==> config.mk <==
export PLATFORM = sky130hd
export DESIGN_NAME = edge_trigger_detector_flat
export DESIGN_NICKNAME = d
export VERILOG_FILES = /design/src/rtl/edge_trigger_detector_if.sv /design/src/rtl/edge_trigger_detector.sv /design/src/flat_wrapper.sv
export SDC_FILE = /design/constraint.sdc
export NUM_CORES = 1
export LEC_CHECK = 0
export CORE_UTILIZATION = 50
export CTS_CLUSTER_SIZE = 12
export DETAILED_ROUTE_END_ITERATION = 6
export GPL_TIMING_DRIVEN = 0
export PLACE_DENSITY = 0.77
export SYNTH_ARGS = -nofsm -noshare
export SYNTH_HDL_FRONTEND = slang
export SYNTH_SLANG_ARGS = --single-unit
==> constraint.sdc <==
create_clock -name clk -period 6.1 [get_ports clk]
set_input_delay 0.61 -clock clk [delete_from_list [all_inputs] [get_ports clk]]
set_output_delay 0.61 -clock clk [all_outputs]
set_load 0.05 [all_outputs]
==> src/rtl/edge_trigger_detector_if.sv <==
// edge_trigger_detector_if: channel inputs, trigger controls and trigger outputs.
// Revision 1.0
`default_nettype none

interface edge_trigger_detector_if #(
  parameter int CHANNELS      = 4,
  parameter int HOLDOFF_WIDTH = 16,
  parameter int COUNT_WIDTH   = 16
);
  logic [CHANNELS-1:0]      state_in;
  logic                     enable;
  logic [1:0]               mode;
  logic [HOLDOFF_WIDTH-1:0] holdoff;
  logic                     clear_count;
  logic [CHANNELS-1:0]      trigger;
  logic [CHANNELS-1:0]      level;
  logic                     any_trigger;
  logic [COUNT_WIDTH-1:0]   edge_count;

  modport master (
    output state_in, enable, mode, holdoff, clear_count,
    input  trigger, level, any_trigger, edge_count
  );

  modport slave (
    input  state_in, enable, mode, holdoff, clear_count,
    output trigger, level, any_trigger, edge_count
  );
endinterface

`default_nettype wire

==> src/rtl/edge_trigger_detector.sv <==
// edge_trigger_detector: per-channel sync, glitch filter, edge select, holdoff, event counter.
// Revision 1.0
`default_nettype none

module edge_trigger_detector #(
  parameter int CHANNELS      = 4,
  parameter int SYNC_STAGES   = 2,
  parameter int FILTER_LEN    = 4,
  parameter int HOLDOFF_WIDTH = 16,
  parameter int COUNT_WIDTH   = 16
) (
  input  logic                    clk,
  input  logic                    rst,
  edge_trigger_detector_if.slave  bus
);

  localparam int FCNT_W = (FILTER_LEN > 1) ? $clog2(FILTER_LEN) : 1;
  localparam logic [FCNT_W-1:0] FCNT_LAST = FCNT_W'(FILTER_LEN - 1);

  logic [CHANNELS-1:0]      sync_q [SYNC_STAGES];
  logic [CHANNELS-1:0]      level_q;
  logic [CHANNELS-1:0]      trigger_q;
  logic [FCNT_W-1:0]        fcnt_q [CHANNELS];
  logic [HOLDOFF_WIDTH-1:0] hcnt_q [CHANNELS];
  logic [COUNT_WIDTH-1:0]   count_q;

  logic [CHANNELS-1:0] synced;
  logic [CHANNELS-1:0] flip;
  logic [CHANNELS-1:0] accept;
  logic [CHANNELS-1:0] trig_d;

  assign synced = sync_q[SYNC_STAGES-1];

  always_ff @(posedge clk or negedge rst) begin
    if (!rst) begin
      for (int s = 0; s < SYNC_STAGES; s++) sync_q[s] <= '0;
    end else begin
      sync_q[0] <= bus.state_in;
      for (int s = 1; s < SYNC_STAGES; s++) sync_q[s] <= sync_q[s-1];
    end
  end

  // A level flip is the only place an edge can be qualified.
  always_comb begin
    flip   = '0;
    accept = '0;
    trig_d = '0;
    for (int i = 0; i < CHANNELS; i++) begin
      flip[i]   = (synced[i] != level_q[i]) && (fcnt_q[i] == FCNT_LAST);
      accept[i] = flip[i] && (synced[i] ? bus.mode[0] : bus.mode[1]);
      trig_d[i] = accept[i] && bus.enable && (hcnt_q[i] == '0);
    end
  end

  always_ff @(posedge clk or negedge rst) begin
    if (!rst) begin
      level_q   <= '0;
      trigger_q <= '0;
      count_q   <= '0;
      for (int i = 0; i < CHANNELS; i++) begin
        fcnt_q[i] <= '0;
        hcnt_q[i] <= '0;
      end
    end else begin
      trigger_q <= trig_d;
      for (int i = 0; i < CHANNELS; i++) begin
        if (synced[i] == level_q[i]) begin
          fcnt_q[i] <= '0;
        end else if (flip[i]) begin
          level_q[i] <= synced[i];
          fcnt_q[i]  <= '0;
        end else begin
          fcnt_q[i] <= fcnt_q[i] + FCNT_W'(1);
        end

        // Disabling clears holdoff so a re-enable starts unsuppressed.
        if (!bus.enable) begin
          hcnt_q[i] <= '0;
        end else if (trig_d[i]) begin
          hcnt_q[i] <= bus.holdoff;
        end else if (hcnt_q[i] != '0) begin
          hcnt_q[i] <= hcnt_q[i] - HOLDOFF_WIDTH'(1);
        end
      end

      if (bus.clear_count) begin
        count_q <= '0;
      end else if ((|trig_d) && (count_q != '1)) begin
        count_q <= count_q + COUNT_WIDTH'(1);
      end
    end
  end

  assign bus.trigger     = trigger_q;
  assign bus.level       = level_q;
  assign bus.any_trigger = |trigger_q;
  assign bus.edge_count  = count_q;

endmodule

`default_nettype wire

==> src/flat_wrapper.sv <==
// flat-port wrapper written by rule: the top's interface ports become plain ports
module edge_trigger_detector_flat 
#(
  parameter int CHANNELS      = 4,
  parameter int SYNC_STAGES   = 2,
  parameter int FILTER_LEN    = 4,
  parameter int HOLDOFF_WIDTH = 16,
  parameter int COUNT_WIDTH   = 16
)
  (clk, rst, bus_state_in, bus_enable, bus_mode, bus_holdoff, bus_clear_count, bus_trigger, bus_level, bus_any_trigger, bus_edge_count);
  edge_trigger_detector_if #(.CHANNELS(CHANNELS), .HOLDOFF_WIDTH(HOLDOFF_WIDTH), .COUNT_WIDTH(COUNT_WIDTH)) bus_i ();
  input  logic clk;
  input  logic rst;
  input wire logic [$bits(bus_i.state_in)-1:0] bus_state_in;
  input wire logic [$bits(bus_i.enable)-1:0] bus_enable;
  input wire logic [$bits(bus_i.mode)-1:0] bus_mode;
  input wire logic [$bits(bus_i.holdoff)-1:0] bus_holdoff;
  input wire logic [$bits(bus_i.clear_count)-1:0] bus_clear_count;
  output wire logic [$bits(bus_i.trigger)-1:0] bus_trigger;
  output wire logic [$bits(bus_i.level)-1:0] bus_level;
  output wire logic [$bits(bus_i.any_trigger)-1:0] bus_any_trigger;
  output wire logic [$bits(bus_i.edge_count)-1:0] bus_edge_count;
  assign bus_i.state_in = bus_state_in;
  assign bus_i.enable = bus_enable;
  assign bus_i.mode = bus_mode;
  assign bus_i.holdoff = bus_holdoff;
  assign bus_i.clear_count = bus_clear_count;
  assign bus_trigger = bus_i.trigger;
  assign bus_level = bus_i.level;
  assign bus_any_trigger = bus_i.any_trigger;
  assign bus_edge_count = bus_i.edge_count;
  edge_trigger_detector #(.CHANNELS(CHANNELS), .SYNC_STAGES(SYNC_STAGES), .FILTER_LEN(FILTER_LEN), .HOLDOFF_WIDTH(HOLDOFF_WIDTH), .COUNT_WIDTH(COUNT_WIDTH)) u_core (.clk(clk), .rst(rst), .bus(bus_i));
endmodule
==> impl_metrics.yaml <==
power:
  leakagePower_nw: 2.64
  ir_drop_mv: 0.294
  p_total_w: 0.00285
  p_seq_share_pct: 39.3
  pwr-share-clk_pct: 15.4
  switching_share_pct: 40.8
  combPwrFrac_pct: 45.3
  switching_power_w: 0.00116
  power_density_nw_per_um2: 446
  intPower_w: 0.00169
finish:
  syn2layout_area_growth_pct: 16.0
  drive_above_1_share_pct: 4.56
  final_core_util_pct: 60.7
  final_nets: 670
  final_cell_mix: "dfrtp_1, nor2_1, a211oi_1"
  final_common_cell: "dfrtp_1"
  n_antenna_cell: 0
floorplan:
  num_io_pins: 51
  start_util_pct: 52.4
  core_um2: 10500
  die_w_um: 107
  num_rows: 37
  die_area_um2: 11400
  fp.dieH_um: 107
grt:
  grt_pass1_vias: 4471
  grt-ovfl-total: 0
  grt_pass1_wl_mm: 22.5
  grt_use_total_pct: 25.5
  antenna_found_initial: 0
  grt_max_degree: 60
drt:
  viasPerCell: 6.07
  remaining_drc_errors: 0
  wl_mm: 13.7
  ant_nets: 0
  vias: 4686
  wire_per_inst_um: 17.7
  firstDrtPassIters: 5
  drt-initial-drc-count: 343
cts:
  cts.sinks: 104
  cts_inserted_buffers: 9
  clk_latency_ns: 0.38
  cts_tree: "built"
  hold_buffers: 0
  clk_pin_slew_ns: 0.10
  cts_max_level: 3
  postCtsResizedCells: 0
  cts_buffer_depth: 2
  root_buffer: "clkbuf_8"
  cts_setup_buffers: 0
timing:
  setup_viol_count_final: 0
  slew_violations: 0
  fin_crit_ns: 3.18
  final.period_utilization_pct: 52.2
  tightest_slew_ns: 0.935
  max_slew_margin_pct: 37.1
  hold_viol_final: 0
  skew_ns: 0.0135
  grt_setup_unrepaired: "no"
  fmax_mhz: 314
  finalSetupTns_ns: 0
yosys:
  syn_nets: 609
  netlist.area_leader.share_pct: 47.3
  synth_edf_count: 0
  ys.flop_type: "dfrtp_1"
  synth-seq-cells: 104
  seq_area_frac_synth_pct: 47.3
  synthDistinctLibCells: 46
  postSynthAreaPerCell_um2: 9.66
  yosys.area.top_type: "dfrtp_1"
  yosys_warnings: 0
  synth_area_leaders: "dfrtp_1, a211oi_1, nor2_1"
  syn-instance-count: 570
  async_flop_share_pct: 100
  synth_area_um2: 5500
critical_path:
  ff2ff_path_depth: 8
  r2r_start: "u_core.hcnt_q[53]"
  critPathRequiredTime_ns: 6.35
  endpoint_kind: "flip-flop"
  endpoint: "u_core.bus.edge_count[10]"
  cp-start-kind: "flip-flop"
  startpoint: "u_core.hcnt_q[53]"
  crit_chain: "nor4_1 > nand4_1 > nor2b_1 > o41ai_2 > buf_6 > buf_2 > o31ai_1 > a21oi_1"
  reg2reg_slack_ns: 2.92
  crit_slowest_cell: "nor4_1"
  reg2reg_to: "u_core.bus.edge_count[10]"
  critPathKind: "flip-flop to flip-flop"
  cp_max_fo: 10
  crit_arrival_ns: 3.43
  cpPeakStageDelay_ns: 0.83
run_status:
  status: "finished clean"
placed_design:
  dp_hpwl_mm: 9.74
  place_congestion: 0.887
  port_buffers: 49
job:
  cap_violations: 0
hold_path:
  hp-class: "primary input to async pin"
[cell usage after synthesis, types with 2 or more instances]
cell,number
a21boi_1,2
xnor2_1,27
o21ai_1,18
nor4bb_1,4
clkbuf_1,16
or3_1,17
o21ai_0,4
nor2_1,82
and3_1,3
inv_1,12
or4_4,2
a21oi_1,21
and2_1,2
and4_1,4
a211oi_1,53
o22ai_1,2
nand4b_1,2
nor4_1,14
or2_1,2
nand3b_1,8
o31ai_1,5
nand3_1,12
nor3_1,24
nand2_1,30
nor2b_1,10
nand2b_1,3
nand4_1,12
xor2_1,32
buf_1,3
ha_1,13
mux2_2,4
dfrtp_1,104
a21o_1,2
or4_1,6
and3b_1,4
[layer usage]
metal / GRT usage, % / routed length (µm) / up-vias
met5: 0 / 0 / -
met1: 33.5 / 5820 / 2312
met2: 41.1 / 6680 / 159
li1: - / - / 2185
met4: 8.71 / 332 / 0
met3: 6.57 / 827 / 30
[stage by stage]
step                hold slack [ns]  cells  setup slack [ns]  area [µm²]
floorplan                     0.314    570              3.54        5500
detailed placement            0.335    756              2.68        6190
CTS                           0.242    772              2.98        6380
global route                  0.259    772              2.68        6380
global placement              0.333    755             0.582        6160
finish                        0.227    772              2.92        6380
[sequential cells by signal, summed over array words and instances (netlist names)]
name / count
u_core.bus.level: 4
u_core.synced: 4
u_core.hcnt_q: 64
u_core.sync_q: 4
u_core.bus.edge_count: 16
u_core.bus.trigger: 4
u_core.fcnt_q: 8
[worst min path at each step]
stage | endpoint | slack (ns)
6_report | u_core.hcnt_q[59] | 0.23
5_1_grt | u_core.hcnt_q[59] | 0.26
4_1_cts | u_core.hcnt_q[59] | 0.24
3_5_place_dp | u_core.synced[1] | 0.33
3_3_place_gp | u_core.synced[3] | 0.33
2_1_floorplan | u_core.bus.edge_count[0] | 0.31
[power groups by stage]
stage          logic [W]  clock network [W]  registers [W]
3_5_place_dp     0.00128                  0        0.00112
4_1_cts          0.00129           0.000446        0.00111
2_1_floorplan   0.000966                  0        0.00112
6_report         0.00129           0.000437        0.00112
3_3_place_gp     0.00122                  0        0.00111
5_1_grt          0.00143           0.000476        0.00115
[critical path, delay by kind of cell (launching register included)]
kind	cells	cell delay, ns
and+or+nand+nor	3	1.68
AOI/OAI and AO/OA	3	0.53
DFF	1	0.45
buffers and inverters	2	0.39
[final cells by class]
class                           count  area [µm²]
Clock inverter                      7        70.1
Clock buffer                        9         124
Buffer                             21        87.6
Sequential cell                   104        2600
Multi-Input combinational cell    433        2770
Fill cell                         864        4130
Tap cell                          136         170
Timing Repair Buffer               50         515
Inverter                           12        45.0
[cell families after synthesis]
logic type	share of synthesized area, %
flip-flops	47.3
multiplexers	1.00
buffers and inverters	2.41
AO/OA/AOI/OAI	13.5
XOR/XNOR	9.39
adder cells (fa/ha/maj)	2.96
AND/OR/NAND/NOR	23.4
No activity file was read; power rests on OpenSTA's default activity.
